### src/rtl/mem_stage_if.sv
// EX/MEM boundary bundle: execute-side request and control bits in,
// write-back results and branch decision out.
interface mem_stage_if #(
   parameter int WORD = 64
);
   logic            valid_in;
   logic            stall;
   logic            flush;
   logic [WORD-1:0] alu_result;
   logic            zero;
   logic [WORD-1:0] branch_target;
   logic [WORD-1:0] read_data2;
   logic            mem_read;
   logic            mem_write;
   logic            branch;
   logic            uncond_branch;
   logic            mem_to_reg;
   logic            reg_write;
   logic [4:0]      write_reg;

   logic            valid_out;
   logic            pc_src;
   logic [WORD-1:0] branch_target_out;
   logic [WORD-1:0] read_data;
   logic [WORD-1:0] alu_result_out;
   logic            mem_to_reg_out;
   logic            reg_write_out;
   logic [4:0]      write_reg_out;
   logic            misaligned;

   modport master (
      output valid_in, stall, flush, alu_result, zero, branch_target, read_data2,
             mem_read, mem_write, branch, uncond_branch, mem_to_reg, reg_write, write_reg,
      input  valid_out, pc_src, branch_target_out, read_data, alu_result_out,
             mem_to_reg_out, reg_write_out, write_reg_out, misaligned
   );

   modport slave (
      input  valid_in, stall, flush, alu_result, zero, branch_target, read_data2,
             mem_read, mem_write, branch, uncond_branch, mem_to_reg, reg_write, write_reg,
      output valid_out, pc_src, branch_target_out, read_data, alu_result_out,
             mem_to_reg_out, reg_write_out, write_reg_out, misaligned
   );
endinterface

### src/rtl/mem_stage.sv
// LEGv8 memory-access stage: EX/MEM pipeline register, doubleword data memory
// and branch resolution feeding fetch.
module mem_stage #(
   parameter int WORD  = 64,
   parameter int DEPTH = 64,
   parameter int AW    = $clog2(DEPTH)
) (
   input  logic        clk,
   input  logic        reset_n,
   mem_stage_if.slave  bus
);

   logic [WORD-1:0] mem_q [DEPTH];

   logic            valid_q, valid_d;
   logic            pc_src_q, pc_src_d;
   logic [WORD-1:0] branch_target_q, branch_target_d;
   logic [WORD-1:0] read_data_q, read_data_d;
   logic [WORD-1:0] alu_result_q, alu_result_d;
   logic            mem_to_reg_q, mem_to_reg_d;
   logic            reg_write_q, reg_write_d;
   logic [4:0]      write_reg_q, write_reg_d;
   logic            misaligned_q, misaligned_d;

   logic            cap_s;
   logic            align_ok_s;
   logic [AW-1:0]   index_s;
   logic            wr_en_s;
   logic [WORD-1:0] mem_rd_s;

   assign cap_s      = bus.valid_in & ~bus.stall & ~bus.flush;
   assign align_ok_s = (bus.alu_result[2:0] == 3'd0);
   // Upper address bits are dropped, so accesses wrap around the array.
   assign index_s    = bus.alu_result[AW+2:3];
   assign wr_en_s    = reset_n & cap_s & bus.mem_write & align_ok_s;
   assign mem_rd_s   = mem_q[index_s];

   // Data memory write port; contents are deliberately left unreset.
   always_ff @(posedge clk) begin
      if (wr_en_s) begin
         mem_q[index_s] <= bus.read_data2;
      end
   end

   // Next-state for the EX/MEM register: stall holds, capture loads, otherwise squash.
   always_comb begin
      valid_d         = valid_q;
      pc_src_d        = pc_src_q;
      branch_target_d = branch_target_q;
      read_data_d     = read_data_q;
      alu_result_d    = alu_result_q;
      mem_to_reg_d    = mem_to_reg_q;
      reg_write_d     = reg_write_q;
      write_reg_d     = write_reg_q;
      misaligned_d    = misaligned_q;
      if (bus.stall) begin
         valid_d      = valid_q;
         pc_src_d     = pc_src_q;
         reg_write_d  = reg_write_q;
         misaligned_d = misaligned_q;
      end else if (cap_s) begin
         valid_d         = 1'b1;
         pc_src_d        = bus.uncond_branch | (bus.branch & bus.zero);
         branch_target_d = bus.branch_target;
         alu_result_d    = bus.alu_result;
         mem_to_reg_d    = bus.mem_to_reg;
         write_reg_d     = bus.write_reg;
         // mem_rd_s is the pre-write word, giving read-before-write when both ops are set.
         if (bus.mem_read && align_ok_s) begin
            read_data_d = mem_rd_s;
         end else begin
            read_data_d = {WORD{1'b0}};
         end
         misaligned_d = (bus.mem_read | bus.mem_write) & ~align_ok_s;
         reg_write_d  = bus.reg_write & ~(bus.mem_read & ~align_ok_s);
      end else begin
         valid_d      = 1'b0;
         pc_src_d     = 1'b0;
         reg_write_d  = 1'b0;
         misaligned_d = 1'b0;
      end
   end

   // EX/MEM register with synchronous active-low reset overriding stall.
   always_ff @(posedge clk) begin
      if (!reset_n) begin
         valid_q         <= 1'b0;
         pc_src_q        <= 1'b0;
         branch_target_q <= {WORD{1'b0}};
         read_data_q     <= {WORD{1'b0}};
         alu_result_q    <= {WORD{1'b0}};
         mem_to_reg_q    <= 1'b0;
         reg_write_q     <= 1'b0;
         write_reg_q     <= 5'd0;
         misaligned_q    <= 1'b0;
      end else begin
         valid_q         <= valid_d;
         pc_src_q        <= pc_src_d;
         branch_target_q <= branch_target_d;
         read_data_q     <= read_data_d;
         alu_result_q    <= alu_result_d;
         mem_to_reg_q    <= mem_to_reg_d;
         reg_write_q     <= reg_write_d;
         write_reg_q     <= write_reg_d;
         misaligned_q    <= misaligned_d;
      end
   end

   assign bus.valid_out         = valid_q;
   assign bus.pc_src            = pc_src_q;
   assign bus.branch_target_out = branch_target_q;
   assign bus.read_data         = read_data_q;
   assign bus.alu_result_out    = alu_result_q;
   assign bus.mem_to_reg_out    = mem_to_reg_q;
   assign bus.reg_write_out     = reg_write_q;
   assign bus.write_reg_out     = write_reg_q;
   assign bus.misaligned        = misaligned_q;

endmodule

### src/flat_wrapper.sv
// flat-port wrapper written by rule: the top's interface ports become plain ports
module mem_stage_flat 
#(
   parameter int WORD  = 64,
   parameter int DEPTH = 64,
   parameter int AW    = $clog2(DEPTH)
)
  (clk, reset_n, bus_valid_in, bus_stall, bus_flush, bus_alu_result, bus_zero, bus_branch_target, bus_read_data2, bus_mem_read, bus_mem_write, bus_branch, bus_uncond_branch, bus_mem_to_reg, bus_reg_write, bus_write_reg, bus_valid_out, bus_pc_src, bus_branch_target_out, bus_read_data, bus_alu_result_out, bus_mem_to_reg_out, bus_reg_write_out, bus_write_reg_out, bus_misaligned);
  mem_stage_if #(.WORD(WORD)) bus_i ();
  input  logic clk;
  input  logic reset_n;
  input wire logic [$bits(bus_i.valid_in)-1:0] bus_valid_in;
  input wire logic [$bits(bus_i.stall)-1:0] bus_stall;
  input wire logic [$bits(bus_i.flush)-1:0] bus_flush;
  input wire logic [$bits(bus_i.alu_result)-1:0] bus_alu_result;
  input wire logic [$bits(bus_i.zero)-1:0] bus_zero;
  input wire logic [$bits(bus_i.branch_target)-1:0] bus_branch_target;
  input wire logic [$bits(bus_i.read_data2)-1:0] bus_read_data2;
  input wire logic [$bits(bus_i.mem_read)-1:0] bus_mem_read;
  input wire logic [$bits(bus_i.mem_write)-1:0] bus_mem_write;
  input wire logic [$bits(bus_i.branch)-1:0] bus_branch;
  input wire logic [$bits(bus_i.uncond_branch)-1:0] bus_uncond_branch;
  input wire logic [$bits(bus_i.mem_to_reg)-1:0] bus_mem_to_reg;
  input wire logic [$bits(bus_i.reg_write)-1:0] bus_reg_write;
  input wire logic [$bits(bus_i.write_reg)-1:0] bus_write_reg;
  output wire logic [$bits(bus_i.valid_out)-1:0] bus_valid_out;
  output wire logic [$bits(bus_i.pc_src)-1:0] bus_pc_src;
  output wire logic [$bits(bus_i.branch_target_out)-1:0] bus_branch_target_out;
  output wire logic [$bits(bus_i.read_data)-1:0] bus_read_data;
  output wire logic [$bits(bus_i.alu_result_out)-1:0] bus_alu_result_out;
  output wire logic [$bits(bus_i.mem_to_reg_out)-1:0] bus_mem_to_reg_out;
  output wire logic [$bits(bus_i.reg_write_out)-1:0] bus_reg_write_out;
  output wire logic [$bits(bus_i.write_reg_out)-1:0] bus_write_reg_out;
  output wire logic [$bits(bus_i.misaligned)-1:0] bus_misaligned;
  assign bus_i.valid_in = bus_valid_in;
  assign bus_i.stall = bus_stall;
  assign bus_i.flush = bus_flush;
  assign bus_i.alu_result = bus_alu_result;
  assign bus_i.zero = bus_zero;
  assign bus_i.branch_target = bus_branch_target;
  assign bus_i.read_data2 = bus_read_data2;
  assign bus_i.mem_read = bus_mem_read;
  assign bus_i.mem_write = bus_mem_write;
  assign bus_i.branch = bus_branch;
  assign bus_i.uncond_branch = bus_uncond_branch;
  assign bus_i.mem_to_reg = bus_mem_to_reg;
  assign bus_i.reg_write = bus_reg_write;
  assign bus_i.write_reg = bus_write_reg;
  assign bus_valid_out = bus_i.valid_out;
  assign bus_pc_src = bus_i.pc_src;
  assign bus_branch_target_out = bus_i.branch_target_out;
  assign bus_read_data = bus_i.read_data;
  assign bus_alu_result_out = bus_i.alu_result_out;
  assign bus_mem_to_reg_out = bus_i.mem_to_reg_out;
  assign bus_reg_write_out = bus_i.reg_write_out;
  assign bus_write_reg_out = bus_i.write_reg_out;
  assign bus_misaligned = bus_i.misaligned;
  mem_stage #(.WORD(WORD), .DEPTH(DEPTH), .AW(AW)) u_core (.clk(clk), .reset_n(reset_n), .bus(bus_i));
endmodule
### config.mk
export PLATFORM = sky130hd
export DESIGN_NAME = mem_stage_flat
export DESIGN_NICKNAME = d
export VERILOG_FILES = /design/src/rtl/mem_stage_if.sv /design/src/rtl/mem_stage.sv /design/src/flat_wrapper.sv
export SDC_FILE = /design/constraint.sdc
export NUM_CORES = 2
export LEC_CHECK = 0
export ABC_CLOCK_PERIOD_IN_PS = 5300
export BUFFER_PORTS_ARGS = -buffer_cell sky130_fd_sc_hd__buf_4
export CAP_MARGIN = 20
export CORE_MARGIN = 5
export CORE_UTILIZATION = 55
export DETAILED_ROUTE_END_ITERATION = 6
export PLACE_DENSITY_LB_ADDON = 0.25
export RECOVER_POWER = 50
export SLEW_MARGIN = 25
export SYNTH_ARGS = -nofsm -noshare
export SYNTH_HDL_FRONTEND = slang
export SYNTH_SLANG_ARGS = --single-unit
### constraint.sdc
create_clock -name clk -period 5.3 [get_ports clk]
set_input_delay 1.06 -clock clk [delete_from_list [all_inputs] [get_ports clk]]
set_output_delay 1.06 -clock clk [all_outputs]
set_load 0.01 [all_outputs]
==> flow_summary.toml <==
[run_status]
outcome = "finished with violations"
violations = "max-capacitance violations, max-slew violations"

[power_and_ir_drop]
p_comb_frac = 0.046
clkPwrFrac = 0.425
p_seq_frac = 0.529
power.switching_mw = 15.03
p_sw_frac = 0.2133
p_int_mw = 55.43
peakVddDrop_mv = 0.3035
p_leak_nw = 64.20
pwr_density_cell_mw_per_mm2 = 374.9

[place]
dpl_cell_area_mm2 = 0.1746
place_hpwl_um = 268200
gp_congestion = 0.8497
portBuffers = 410
pre_cts_ws_ps = 787.3

[clocking]
htreeDepth = 5
cts-root-buf = "clkbuf_16"
cts_tree = "built"
clk_pin_slew_ps = 60
cts.sinks = 4298
ctsResizeCount = 0
postCtsHoldBufs = 0
clock_latency_ps = 970
postCtsSetupBuffers = 0
cts_buffer_depth = 4
cts_buffers = 416

[global_route]
grt_pass1_vias = 90350
gr-total-overflow = 0
grt_pass1_wl_um = 669500
grt_max_degree = 140
grtUsageTotal = 0.3022
antenna_found_initial = 28

[timing]
finalSetupViolations = 0
worstMarginPinSlew_ps = 3687
holdWs_ps = 370.3
fmax_mhz = 273.0
hold_viol = 0
min_period_over_period = 0.6911
worst_slack_ps = 1637
slew_headroom = -1.458
tns_ps = 0
fin_crit_ps = 3663
slew_viol_final = 4302
skew_ps = 67.18
rsz0062_at_grt = "false"

[logic_synthesis]
synthMuxAreaShare = 0.1252
ys_warn_count = 0
netlist_area_mm2 = 0.1642
synthSimpleGateAreaFrac = 0.02543
synthDistinctLibCells = 49
synth_compound_area_frac = 0.05849
synthAdderAreaFrac = 0
synthFlopType = "edfxtp_1"
synth_xor_area_frac = 0
synth_edf_count = 4096
yosysSeqAreaShare = 0.7737
synthArstFlopShare = 0
synth_top_area_frac = 0.7491
synth_common_cells = "edfxtp_1 (4096), mux2i_1 (1870), nand2_1 (470)"
postSynthAreaPerCell_um2 = 17.72
synth_fp_nets = 9475
synth_top_cell_by_area = "edfxtp_1"
synthTopCellsByArea = "edfxtp_1 (75%), mux2i_1 (11%), dfxtp_1 (2.5%)"
synth_top_family_by_area = "multiplexers"
yosys_register_bits = 4298
syn_inst = 9266
yosysMostFrequentCell = "edfxtp_1"

[drt]
routed_wl_um = 477900
drc = 0
dr_wl_met2_um = 221200
wl_per_cell_um = 33.59
vias_per_cell = 6.515
drtIter0Drc = 13040
top_layer = "met5"
drtPass1Iterations = 6
drtAntennaViolNets = 0
vias = 92680
wl_met3_um = 52700
wl_met1_um = 181400

[worst_setup_path]
cp_data_arrival_time_ps = 4260
critical_path_class = "in2reg"
cp-start-kind = "input pin"
crit_required_ps = 5900
r2r_cells = 5
crit_fanout = 24
endpoint_kind = "flop"

[floorplanning]
die_y_um = 556.4
dieArea_mm2 = 0.3096
coreArea_mm2 = 0.2970
row_count = 200
die_w_um = 556.4
start_util = 0.5528
ioPinCount = 411

[cells_and_area]
syn_to_final_growth_pct = 14.46
drive_gt1_frac = 0.1389
fillCellCount = 20310
fin_area_mm2 = 0.1879
regArea_mm2 = 0.1270
multi_input_area_mm2 = 0.03489
layout.nets = 10130

[min_path]
holdPathStages = 3
min_path_type = "in2reg"

[run]
cap_violations = 65
[layout by cell type (no fill, tap or decap), types with 30 or more instances in the layout]
cell type | netlist | final
nor2_1 | 141 | 77
nand4_1 | 67 | 67
o21ai_0 | 235 | 234
edfxtp_1 | 4096 | 4096
o2111ai_1 | 59 | 59
a22oi_1 | 369 | 369
clkbuf_8 | 0 | 30
clkinv_2 | 0 | 66
clkinv_1 | 0 | 79
mux4_2 | 79 | 79
nor2_4 | 0 | 65
dfxtp_1 | 202 | 202
nand2_1 | 470 | 469
clkbuf_16 | 0 | 419
buf_12 | 0 | 126
clkbuf_1 | 211 | 244
o22ai_1 | 441 | 441
bufinv_16 | 0 | 43
a21boi_0 | 136 | 136
nand3_1 | 248 | 248
a21oi_1 | 183 | 183
mux2i_1 | 1870 | 1870
buf_4 | 83 | 534
[cell type report]
type | instances | share of cell area
Tap cell | 3939 | 0.02622
Antenna cell | 9 | 0.0001198
Multi-Input combinational cell | 4395 | 0.1857
Timing Repair Buffer | 813 | 0.03816
Sequential cell | 4298 | 0.6760
Inverter | 1 | 0.00001997
Clock buffer | 544 | 0.05983
Clock inverter | 227 | 0.01401
[logic make-up (layout without fill, tap and decap cells)]
family | count (synthesis) | after routing
AO/OA/AOI/OAI | 1484 | 1484
multiplexers | 1954 | 1954
AND/OR/NAND/NOR | 957 | 957
flip-flops | 4298 | 4298
buffers and inverters | 573 | 1585
other | 0 | 9
[through the flow]
stage / instances / utilization / power [mW]
4_1_cts: 14220 / 0.6346 / 70.60
2_1_floorplan: 9266 / - / 39.60
3_3_place_gp: 13450 / 0.5878 / 41.09
3_5_place_dp: 13450 / 0.5879 / 41.16
5_1_grt: 14220 / 0.6327 / 72.33
6_report: 14230 / 0.6327 / 70.46
[per-layer routing]
layer,vias up,GRT usage
li1,38310,-
met1,47370,0.4223
met2,5970,0.4710
met3,1005,0.06046
met4,22,0.1235
met5,-,0
[path summary, 6_finish.rpt]
| kind | startpoint | end | slack (ps) |
|---|---|---|---|
| worst max-delay path | bus_stall | u_core.mem_q[22][17] | 1640 |
| worst min-delay path | bus_alu_result[14] | u_core.bus.alu_result_out[14] | 370 |
| worst max register to register | u_core.mem_q[49][13] | u_core.bus.read_data[13] | 3010 |
| worst min register to register | u_core.bus.alu_result_out[61] | u_core.bus.alu_result_out[61] | 460 |
[sequential cells by signal, summed over array words and instances (netlist names)]
name	count
u_core.bus.reg_write_out	1
u_core.bus.pc_src	1
u_core.bus.write_reg_out	5
u_core.bus.valid_out	1
u_core.bus.read_data	64
u_core.mem_q	4096
u_core.bus.mem_to_reg_out	1
u_core.bus.branch_target_out	64
u_core.bus.alu_result_out	64
u_core.bus.misaligned	1
[worst max-delay path, stage by stage]
cell	delay, ps
buf_4	140
nor3b_2	400
nand4_1	470
buf_4	340
nor2_1	240
nand2_1	580
nor2_4	650
buf_12	330
[power groups by stage]
stage          combinational (mW)  sequential, mW  clock [mW]
2_1_floorplan                1.65            37.9           0
3_3_place_gp                 3.17            37.9           0
3_5_place_dp                 3.23            37.9           0
4_1_cts                      3.25            37.2        30.1
5_1_grt                      3.39            37.3        31.7
6_report                     3.25            37.3        29.9
Power figures use the tool's default switching activity.
